===== config.mk =====
export PLATFORM = sky130hd
export DESIGN_NAME = bomb_ctrl_gen2
export DESIGN_NICKNAME = d
export VERILOG_FILES = /design/src/rtl/bomb_pkg.sv /design/src/rtl/bomb_down_counter.sv /design/src/rtl/bomb_ctrl_gen2.sv
export SDC_FILE = /design/constraint.sdc
export NUM_CORES = 1
export LEC_CHECK = 0
export CORE_UTILIZATION = 50
export CTS_CLUSTER_DIAMETER = 80
export DETAILED_ROUTE_END_ITERATION = 7
export MAX_ROUTING_LAYER = met4
export PLACE_DENSITY = 0.79
export SLEW_MARGIN = 20
export SYNTH_ARGS = -nofsm -noshare
export SYNTH_HDL_FRONTEND = slang
export SYNTH_HIERARCHICAL = 1
export SYNTH_SLANG_ARGS = --single-unit

===== constraint.sdc =====
create_clock -name clk -period 2.1 [get_ports clk]
set_input_delay 0.525 -clock clk [delete_from_list [all_inputs] [get_ports clk]]
set_output_delay 0.525 -clock clk [all_outputs]
set_load 0.02 [all_outputs]

===== src/rtl/bomb_pkg.sv =====
// Shared types and width helpers for the bomb controller.
// Latency: n/a (types and constant functions only).
// Backpressure: n/a.
package bomb_pkg;

  typedef enum logic [3:0] {
    S_IDLE     = 4'd0,
    S_ARM      = 4'd1,
    S_RUN      = 4'd2,
    S_PAUSE    = 4'd3,
    S_RESUME   = 4'd4,
    S_LAMP_ON  = 4'd5,
    S_LAMP_OFF = 4'd6,
    S_DONE     = 4'd7,
    S_DEFUSED  = 4'd8
  } bomb_state_t;

  // Width needed to count resume ticks from 0 up to resume_sec inclusive.
  function automatic int lat_cnt_w(input int resume_sec);
    int w;
    w = $clog2(resume_sec + 1);
    return (w < 1) ? 1 : w;
  endfunction

  // Width needed to count completed blinks from 0 up to blinks; never below 1 bit.
  function automatic int blink_cnt_w(input int blinks);
    int w;
    w = $clog2(blinks + 1);
    return (w < 1) ? 1 : w;
  endfunction

endpackage


===== src/rtl/bomb_down_counter.sv =====
// Loadable saturating down counter for the countdown seconds.
// Latency: value updates one clock after load or an enabled tick.
// Backpressure: none; load wins over tick, decrement stops at zero.
module bomb_down_counter #(
  parameter int CNT_W = 4
) (
  input  logic             clk,
  input  logic             resetN,
  input  logic             load,
  input  logic [CNT_W-1:0] loadVal,
  input  logic             en,
  input  logic             tick,
  output logic [CNT_W-1:0] value,
  output logic             zero
);

  logic [CNT_W-1:0] value_q;
  logic [CNT_W-1:0] value_d;

  // Next value: reload, or decrement on an enabled tick without wrapping below zero.
  always_comb begin
    value_d = value_q;
    if (load) begin
      value_d = loadVal;
    end else if (en && tick && (value_q != '0)) begin
      value_d = value_q - CNT_W'(1);
    end
  end

  // Counter register.
  always_ff @(posedge clk or negedge resetN) begin
    if (!resetN) begin
      value_q <= '0;
    end else begin
      value_q <= value_d;
    end
  end

  assign value = value_q;
  assign zero  = (value_q == '0);

endmodule


===== src/rtl/bomb_ctrl_gen2.sv =====
// Bomb controller: arm/run countdown, pause with resume latency, defuse, bounded explosion blink.
// Latency: Moore outputs follow the registered state; one clock from input to state change.
// Backpressure: none; optional low-time warning output enabled by defining BOMB_WARN_EN.
module bomb_ctrl_gen2
  import bomb_pkg::*;
#(
  parameter int CNT_W       = 4,
  parameter int RESUME_SEC  = 1,
  parameter int BLINKS      = 5,
  parameter int WARN_THRESH = 3
) (
  input  logic             clk,
  input  logic             resetN,
  input  logic             start,
  input  logic             waitN,
  input  logic             defuseN,
  input  logic             OneSecPulse,
  input  logic             duty50,
  input  logic [CNT_W-1:0] loadValue,
  output logic [CNT_W-1:0] countValue,
  output logic             lampEnable,
  output logic             lampTest,
  output logic             running,
  output logic             exploded,
  output logic             defused,
  output logic             warn
);

  localparam int LAT_W = lat_cnt_w(RESUME_SEC);
  localparam int BLK_W = blink_cnt_w(BLINKS);

  bomb_state_t      state_q;
  bomb_state_t      state_d;
  logic [LAT_W-1:0] lat_cnt_q;
  logic [LAT_W-1:0] lat_cnt_d;
  logic [BLK_W-1:0] blink_cnt_q;
  logic [BLK_W-1:0] blink_cnt_d;
  logic [LAT_W-1:0] lat_inc;
  logic [BLK_W-1:0] blink_inc;
  logic             cnt_zero;

  // Countdown is reloaded on every ARM clock and only ticks while running.
  bomb_down_counter #(
    .CNT_W (CNT_W)
  ) u_down_counter (
    .clk     (clk),
    .resetN  (resetN),
    .load    (state_q == S_ARM),
    .loadVal (loadValue),
    .en      (state_q == S_RUN),
    .tick    (OneSecPulse),
    .value   (countValue),
    .zero    (cnt_zero)
  );

  assign lat_inc   = lat_cnt_q + LAT_W'(1);
  assign blink_inc = blink_cnt_q + BLK_W'(1);

  // Next-state logic; explosion on a zero count outranks defuse, which outranks pause.
  always_comb begin
    state_d     = state_q;
    lat_cnt_d   = lat_cnt_q;
    blink_cnt_d = blink_cnt_q;
    case (state_q)
      S_IDLE: begin
        if (!start) state_d = S_ARM;
      end
      S_ARM: begin
        lat_cnt_d   = '0;
        blink_cnt_d = '0;
        if (start) state_d = S_RUN;
      end
      S_RUN: begin
        if (cnt_zero) begin
          state_d = S_LAMP_ON;
        end else if (!defuseN) begin
          state_d = S_DEFUSED;
        end else if (!waitN) begin
          state_d = S_PAUSE;
        end
      end
      S_PAUSE: begin
        lat_cnt_d = '0;
        if (!defuseN) begin
          state_d = S_DEFUSED;
        end else if (waitN && OneSecPulse) begin
          if (RESUME_SEC == 1) begin
            state_d = S_RUN;
          end else begin
            state_d   = S_RESUME;
            lat_cnt_d = LAT_W'(1);
          end
        end
      end
      S_RESUME: begin
        if (!defuseN) begin
          state_d = S_DEFUSED;
        end else if (!waitN) begin
          state_d   = S_PAUSE;
          lat_cnt_d = '0;
        end else if (OneSecPulse) begin
          lat_cnt_d = lat_inc;
          if (lat_inc == LAT_W'(RESUME_SEC)) state_d = S_RUN;
        end
      end
      S_LAMP_ON: begin
        if (!duty50) state_d = S_LAMP_OFF;
      end
      S_LAMP_OFF: begin
        if (duty50) begin
          blink_cnt_d = blink_inc;
          // BLINKS of zero never terminates; the counter just wraps harmlessly.
          if ((BLINKS != 0) && (blink_inc == BLK_W'(BLINKS))) begin
            state_d = S_DONE;
          end else begin
            state_d = S_LAMP_ON;
          end
        end
      end
      S_DONE: begin
        if (!start) state_d = S_ARM;
      end
      S_DEFUSED: begin
        if (!start) state_d = S_ARM;
      end
      default: begin
        state_d = S_IDLE;
      end
    endcase
  end

  // State and latency/blink counter registers.
  always_ff @(posedge clk or negedge resetN) begin
    if (!resetN) begin
      state_q     <= S_IDLE;
      lat_cnt_q   <= '0;
      blink_cnt_q <= '0;
    end else begin
      state_q     <= state_d;
      lat_cnt_q   <= lat_cnt_d;
      blink_cnt_q <= blink_cnt_d;
    end
  end

  // Moore decode from the registered state so outputs drop the instant reset asserts.
  assign running    = (state_q == S_RUN);
  assign lampTest   = (state_q == S_LAMP_ON);
  assign defused    = (state_q == S_DEFUSED);
  assign exploded   = (state_q == S_LAMP_ON) || (state_q == S_LAMP_OFF) || (state_q == S_DONE);
  assign lampEnable = (state_q == S_RUN) || (state_q == S_PAUSE) || (state_q == S_RESUME) ||
                      (state_q == S_LAMP_ON) || (state_q == S_DEFUSED);

`ifdef BOMB_WARN_EN
  assign warn = running && (countValue <= CNT_W'(WARN_THRESH)) && (countValue != '0) && duty50;
`else
  // Threshold is an elaboration constant here, so this folds to a constant 0.
  assign warn = 1'b0 & (WARN_THRESH != 0);
`endif

endmodule


==> run metrics, run 1 <==
final instance area 1370 um2; post-synthesis register bit count 12; GRT Util Overall around 30%; total CTS buffers 3; initial DRC count 33; die width approximately 47 um; antenna cells 0; via count about 1000; leakage power between 0.5 and 0.6 nW; slowest stage delay, CP ~500 ps; worst min path class reg -> reg; post-DR vias/cell between 5 and 6; Peak VDD IR between 0.9 and 1 mV; Startpoint Class flip-flop; largest net degree at the start of global routing 13; critical path class reg -> out; Tot Pwr 1.65 mW; area grow syn2layout 34.4%; power per cell area roughly 1200 nW/um2; Post-CTS Hold Buffers 0; status completed; Fmax between 500 and 600 MHz; Detailed Route WL 2.79 mm; number of flops mapped to enable cells by yosys 0; CTS Sinks 12; slowest CP cell dfrtp_2; initial antenna violation count 0; top_reg_cell synth dfrtp_1; area of the core around 1800 um2; Syn Nets approximately 130; endpoints failing hold 0; minimum clock period ~2000 ps; total die area around 2200 um2; pin slew with the least headroom to its limit 585 ps; Sequential Power Share around 27%; cell row count 15; antenna violation net count after detailed routing 0; most frequent cells in the layout 19 x buf_4, 14 x clkdlybuf4s50_1, 10 x inv_1, 10 x o21ai_0, 10 x dfrtp_1; dpl hpwl 2.08 mm; net switching power 0.739 mW; top cell type's share of synthesized area roughly 30%; port bufs 19; critical-path cell list nand2b_2, nor2_1, dlygate4sd2_1; grt ovf 0; area post-placement between 1000 and 1500 um2; CTS tree yes; crit path max fanout 10; number of global-route vias before repair 984; Initial Util a little under three fifths; Final Util approximately 75%; clk slew on worst S/H paths 80 ps; async set-reset flop share out of synthesis between 90% and 100%; H-tree Lvls 1; Gate power share 61.3%; syn avg cell area 8.47 um2; CP Data Required Time 1570 ps; Cell Area, Synth 1020 um2; Die H 47.1 um; WL per Instance 15.6 um; Setup Total Neg Slack 0 ps; Switching Fraction between 40% and 50%; cells taking the most area after synthesis dfrtp_1 30%, o21ai_0 4.9%, ha_1 3.7%, inv_1 3.7%, nor2_1 3.0%; internal power 0.915 mW; yosys warns 6; Crit. Startpoint state_q[3]; Max-Cap Viols 0; Clk pwr share 11.8%; Synth Instances 120; Longest Clk Path Bufs 2; Ports 21; WP data arrival between 1000 and 1500 ps; post-synthesis sequential area ratio 29.6%; first-pass iteration count of the detailed router 4; commonest non-fill, non-tap cell in the layout buf_4; Slew headroom between 60% and 70%; FF-to-FF Start state_q[3]; unrepaired setup endpoints after global routing no; Setup crit end kind output pin; Final Net Count 169; Max Slew Vio Count 0; Distinct cells, synth 48; Filler cells between 100 and 150; Register Area 303 um2; fin crit share 94.9%; clk_lat worst skew between 200 and 300 ps; multi-input logic area 638 um2; top cell type by total area after synthesis dfrtp_1; # setup viols final 0; drt drc 0; first-pass GRT wire length between 4 and 5 mm; layout cells sized above 1 between 20% and 30%; Hold Startpoint blink_cnt_q[1]; CTS root buffer clkbuf_4; RePlAce Congestion around 0.86; Clock Skews 4.10 ps
## sequential cells by signal, summed over array words and instances, names as in the netlist
name                  count
blink_cnt_q               3
u_down_counter/value      4
lat_cnt_q                 1
state_q                   4
## critical path: cells and delay by family (launching register included)
| kind | cells | cell delay [ps] |
|---|---|---|
| DFF | 1 | 500 |
| buffers and inverters | 1 | 350 |
| and+or+nand+nor | 2 | 330 |
## cells by family after synthesis
group	after synthesis	share of synthesized area, %
XOR/XNOR	1	0.862
AND/OR/NAND/NOR	41	24.4
multiplexers	3	3.45
other	1	0.369
flip-flops	12	29.6
buffers and inverters	18	8.37
adder cells (fa/ha/maj)	3	3.69
AO/OA/AOI/OAI	41	29.3
## Yosys cell counts (2+ instances only)
library cell	instances
dfrtp_1	12
a21oi_1	4
buf_2	5
mux2i_1	2
o41ai_1	2
o21ai_0	10
a32o_1	2
a31oi_1	3
nor3_1	5
nor2b_1	2
nand2_1	7
a2bb2oi_1	2
inv_1	10
nand2b_1	4
nor3_2	2
a21o_1	2
nor2_1	8
ha_1	3
o22ai_1	2
nand3_1	4
or3_1	2
## power by group through the flow
stage	registers (mW)	logic [mW]	clock network, mW
2_1_floorplan	0.419	0.641	0
3_3_place_gp	0.450	0.939	0
3_5_place_dp	0.456	0.974	0
4_1_cts	0.456	0.961	0.201
5_1_grt	0.460	1.09	0.216
6_report	0.445	1.01	0.195
## timing repair
action / in CTS / in global routing
resized for setup: 7 / 5
buffers inserted: 0 / 2
setup endpoints to repair: 5 / 3
## routing by layer
layer  wire, um  GRT usage, %  vias to the layer above
met5          0             -                        -
met4         36          9.14                        0
met3        122          8.46                        4
met2       1430          51.1                       33
met1       1190          34.2                      480
li1           -             -                      510
## per-stage QoR
| step | worst slack [ps] | hold WS [ps] | instances |
|---|---|---|---|
| floorplan | 224 | 229 | 120 |
| global placement | 26.7 | 517 | 173 |
| detailed placement | -15.6 | 515 | 173 |
| CTS | 3.95 | 535 | 177 |
| global route | 27.5 | 579 | 179 |
| finish | 108 | 535 | 179 |
## worst paths after layout
check | end | slack (ps) | cells past startpoint
setup / recovery | exploded | 110 | 3
hold / removal | blink_cnt_q[1] | 540 | 1
setup reg to reg | u_down_counter/value[1] | 120 | 6
hold reg to reg | blink_cnt_q[1] | 540 | 1
max in group asynchronous | state_q[0] | 1080 | 1
min in group asynchronous | blink_cnt_q[2] | 600 | 1
## final cells by class
type	count	share of cell area, %
multi-input combinational	90	46.7
sequential	12	22.2
timing repair buffer	38	23.4
clock buffer	4	2.66
inverter	10	2.75
tap	25	2.29
Power figures use the tool's default switching activity.
==> run 2, diff against run 1 <==
--- a/config.mk
+++ b/config.mk
@@ -10,7 +10,6 @@
 export DETAILED_ROUTE_END_ITERATION = 7
 export MAX_ROUTING_LAYER = met4
 export PLACE_DENSITY = 0.79
-export SLEW_MARGIN = 20
 export SYNTH_ARGS = -nofsm -noshare
 export SYNTH_HDL_FRONTEND = slang
 export SYNTH_HIERARCHICAL = 1
==> constraint.sdc (replaced) <==
create_clock -name clk -period 2 [get_ports clk]
set_input_delay 0.5 -clock clk [delete_from_list [all_inputs] [get_ports clk]]
set_output_delay 0.5 -clock clk [all_outputs]
set_load 0.02 [all_outputs]
==> run 2 against run 1 <==
Sequential power increased by 3%. Die area is the same. Register-to-register slack about the same. Sequential share of layout area decreased by 1.2 points. First-iteration DRC count fell by 3.0%. Clock power rose by 3%. Combinational power grew 15%. Worst hold slack improved by 0.67 ps. Setup slack lost 45 ps. Core utilization grew 4.5 points. Critical path depth unchanged. Global-route usage rose by 0.57 points.
==> run metrics, run 2 (synthesis gave the netlist of run 1 again) <==
status completed; final instance area 1450 um2; Ports 21; Longest Clk Path Bufs 2; leakage power between 0.6 and 0.7 nW; via count around 1100; H-tree Lvls 1; Max-Cap Viols 0; CTS Sinks 12; slowest stage delay, CP 480 ps; worst min path class reg -> reg; Die H 47.1 um; Clock Skews 11.9 ps; WL per Instance approximately 15 um; critical-path cell list nand2b_2, nor2_1, dlygate4sd2_1; CTS tree yes; Detailed Route WL roughly 2.8 mm; Slew headroom between 60% and 70%; # setup viols final 0; endpoints failing hold 0; layout cells sized above 1 30.3%; clk_lat worst skew between 200 and 300 ps; port bufs 19; slowest CP cell dfrtp_2; Filler cells roughly 140; CP Data Required Time 1500 ps; dpl hpwl ~2.1 mm; cell row count 15; unrepaired setup endpoints after global routing no; area post-placement around 1400 um2; antenna violation net count after detailed routing 0; GRT Util Overall a little under a third; Startpoint Class flip-flop; area of the core 1820 um2; post-DR vias/cell about 5.8; Initial Util 55.8%; number of global-route vias before repair around 1000; drt drc 0; commonest non-fill, non-tap cell in the layout buf_4; initial antenna violation count 0; Final Net Count 180; clk slew on worst S/H paths 90 ps; fin crit share a little over nine tenths; WP data arrival roughly 1400 ps; total CTS buffers 3; most frequent cells in the layout 30 x buf_4, 14 x clkdlybuf4s50_1, 10 x inv_1, 10 x o21ai_0, 9 x dfrtp_1; Fmax between 500 and 600 MHz; CTS root buffer clkbuf_4; first-pass iteration count of the detailed router 5; RePlAce Congestion between 0.8 and 0.9; grt ovf 0; minimum clock period 1940 ps; die width roughly 47 um; crit path max fanout 8; Setup crit end kind output pin; area grow syn2layout 42.4%; power per cell area ~1300 nW/um2; largest net degree at the start of global routing 13; Max Slew Vio Count 0; first-pass GRT wire length between 4 and 5 mm; Tot Pwr 1.82 mW; antenna cells 0; Peak VDD IR approximately 1.0 mV; critical path class reg -> out; pin slew with the least headroom to its limit between 500 and 600 ps; initial DRC count 32; total die area around 2200 um2; Post-CTS Hold Buffers 0
## run 2: cell count changes in the layout (fill, tap and decap cells not counted), sizes merged
| cell | delta |
|---|---|
| buf | +12 |
| dlygate4sd2 | -1 |
## run 2: area by class of cell
| cell class | instances | area, um2 | area share (%) |
|---|---|---|---|
| repair buffers | 49 | 398 | 27.5 |
| multi-input cells | 90 | 639 | 44.2 |
| flip-flops and latches | 12 | 304 | 21.0 |
| clock buffers | 4 | 36.3 | 2.51 |
| well taps | 25 | 31.3 | 2.16 |
| inverters | 10 | 37.5 | 2.60 |
## run 2: layer usage
layer  part of all wire (%)  up-vias  track usage (%)  wire, um
li1                       -      534                -         -
met1                     43      511             34.7      1230
met2                     50       44             53.9      1430
met3                    5.1        4             3.85       144
met4                    1.3        0             13.1        36
met5                      0        -                -         0
## run 2: path summary, 6_finish.rpt
| path | startpoint | to | slack [ps] | cells past startpoint |
|---|---|---|---|---|
| min in group asynchronous | resetN | state_q[1] | 580 | 1 |
| worst min register to register | blink_cnt_q[1] | blink_cnt_q[1] | 540 | 1 |
| max in group asynchronous | resetN | state_q[0] | 1010 | 1 |
| worst min-delay path | blink_cnt_q[1] | blink_cnt_q[1] | 540 | 1 |
| worst max-delay path | state_q[3] | exploded | 60 | 3 |
| worst max register to register | state_q[2] | state_q[0] | 120 | 6 |
## run 2: where the power goes
part | switching [mW] | internal (mW) | total, mW
Combinational | 0.567 | 0.597 | 1.16
Clock | 0.0905 | 0.111 | 0.201
Sequential | 0.136 | 0.321 | 0.457
Total | 0.794 | 1.03 | 1.82
## run 2: timing repair
action	in CTS	in global routing
gates resized for setup	11	7
setup endpoints to repair	5	5
setup buffers	1	0
## run 2: through the flow
step / std cells / util, % / TNS [ps] / hold slack, ps / setup slack (ps)
after floorplan: 120 / - / 0 / 204 / 124
after global placement: 185 / 77.3 / -4.88 / 515 / -4.73
after detailed placement: 185 / 77.3 / -75.3 / 523 / -56.7
after CTS: 190 / 79.8 / 0 / 541 / 8.36
after global routing: 190 / 79.5 / 0 / 571 / 6.90
final: 190 / 79.5 / 0 / 536 / 63.3
## run 2: critical path, delay by kind of cell, from the launching register on
family / cells / cell delay [ps]
buf+inv: 1 / 340
flops: 1 / 480
simple gates: 2 / 330
==> run 3, diff against run 2 <==
--- a/config.mk
+++ b/config.mk
@@ -8,7 +8,6 @@
 export CORE_UTILIZATION = 50
 export CTS_CLUSTER_DIAMETER = 80
 export DETAILED_ROUTE_END_ITERATION = 7
-export MAX_ROUTING_LAYER = met4
 export PLACE_DENSITY = 0.79
 export SYNTH_ARGS = -nofsm -noshare
 export SYNTH_HDL_FRONTEND = slang
==> run 3 against run 2 <==
Setup slack better by 3.6 ps. Worst hold slack better by 5.8 ps. Combinational power about the same. Routed wire length up 4.8%. Final cell count down 0.53%. Critical endpoint unchanged. Largest cell class unchanged. Highest routed layer unchanged.
==> run metrics, run 3 (synthesis gave the netlist of run 1 again) <==
slowest stage delay, CP just under 500 ps; Filler cells between 100 and 150; Hold Startpoint blink_cnt_q[1]; Startpoint Class flip-flop; CTS tree yes; via count 1090; initial DRC count 18; commonest non-fill, non-tap cell in the layout buf_4; Initial Util between 50 and 60%; area grow syn2layout 41.0%; Clock Skews 2.67 ps; drt drc 0; Final Net Count about 180; critical path class reg -> out; initial antenna violation count 0; Fmax approximately 520 MHz; total die area about 2200 um2; layout cells sized above 1 just under 30%; Max-Cap Viols 0; RePlAce Congestion around 0.90; Ports 21; grt ovf 0; Detailed Route WL 2.98 mm; FF-to-FF Start u_down_counter/value[1]; die width approximately 47 um; Crit. Startpoint state_q[3]; first-pass iteration count of the detailed router 4; antenna violation net count after detailed routing 0; dpl hpwl roughly 2.3 mm; WP buf/inv 1; # setup viols final 0; power per cell area 1270 nW/um2; clk_lat worst skew 280 ps; unrepaired setup endpoints after global routing no; cell row count 15; worst min path class reg -> reg; Die H approximately 47 um; status completed; most frequent cells in the layout 29 x buf_4, 14 x clkdlybuf4s50_1, 10 x inv_1, 10 x o21ai_0, 9 x dfrtp_1; endpoints failing hold 0; Slew headroom roughly three fifths; delay-heaviest family, CP flip-flops; number of global-route vias before repair roughly 960; slowest CP cell dfrtp_2; first-pass GRT wire length between 4 and 5 mm; leakage power ~0.63 nW; WL per Instance about 16 um; minimum clock period between 1500 and 2000 ps; total CTS buffers 3; CP Data Required Time around 1500 ps; Setup Total Neg Slack 0 ps; Cells after DPL 185; Final Util 78.7%; H-tree Lvls 1; crit path max fanout 8; GRT Util Overall 31.0%; post-DR vias/cell 5.77; largest net degree at the start of global routing 13; antenna cells 0; area of the core 1820 um2; fin crit share 96.7%; Peak VDD IR 1.06 mV; fin cells around 190; CTS Sinks 12; clk slew on worst S/H paths 80 ps; WP data arrival between 1000 and 1500 ps; port bufs 19; CTS root buffer clkbuf_4; critical-path cell list nand2b_2, nor2_1, clkdlybuf4s15_1; pin slew with the least headroom to its limit 601 ps; Longest Clk Path Bufs 2; Setup crit end kind output pin; Max Slew Vio Count 0
==> run 3: cell types whose count changed in the layout (fill, tap and decap cells not counted) <==
cell / before / now
buf_4: 30 / 29
clkdlybuf4s15_1: 0 / 2
dlygate4sd2_1: 2 / 0
nor2_1: 7 / 8
nor2_2: 1 / 0
nor3b_2: 0 / 1
nor3b_4: 1 / 0
==> run 3: worst reg2reg max path, stage by stage (launching register included) <==
cell and delay (ps):
dfrtp_1 420, inv_1 70, ha_1 170, nor3b_2 350, nand3b_1 200, a21oi_2 90, nor3_2 180, mux2_4 320
==> run 3: worst paths after layout <==
kind,end,cells after the start,slack (ps)
max in group asynchronous,state_q[3],1,980
max reg2reg,state_q[0],7,90
min in group asynchronous,blink_cnt_q[2],1,590
min,blink_cnt_q[1],1,540
min reg2reg,blink_cnt_q[1],1,540
max,exploded,3,70
==> run 3: layer usage <==
metal	global-route usage (%)	wire (um)	vias to the layer above
met1	38.5	1310	516
met4	12.6	61	0
met2	50.6	1460	36
li1	-	-	529
met3	8.85	145	9
met5	0	0	-
==> run 3: cell type report <==
class	instances	area, um2	share of cell area, %
Tap cell	25	31.3	2.18
Clock buffer	4	36.3	2.53
Inverter	10	37.5	2.62
Timing Repair Buffer	48	393	27.4
Multi-Input combinational cell	90	631	44.0
Sequential cell	12	304	21.2
==> run 3: what timing repair did <==
| action | in CTS | in global routing |
|---|---|---|
| hold endpoints to repair | 0 | 0 |
| endpoints found under the setup margin | 5 | 4 |
| hold buffers | 0 | 0 |
| gates resized for setup | 12 | 6 |
| buffers inserted | 0 | 0 |
==> run 3: per-stage QoR <==
stage / hold WS (ps) / setup slack [ps] / power [mW] / instance area, um2
after global placement: 510 / -15.7 / 1.57 / 1410
after detailed placement: 521 / -51.8 / 1.62 / 1410
after CTS: 540 / 3.06 / 1.82 / 1440
after global routing: 562 / 9.43 / 1.93 / 1430
final: 542 / 66.9 / 1.82 / 1430
after floorplan: 204 / 124 / 1.11 / 1020
==> run 3: report_power, final <==
part / leakage, nW / switching [mW] / internal [mW]
Sequential: 0.150 / 0.139 / 0.321
Combinational: 0.460 / 0.572 / 0.589
Clock: 0.0210 / 0.0917 / 0.111
Total: 0.631 / 0.803 / 1.02
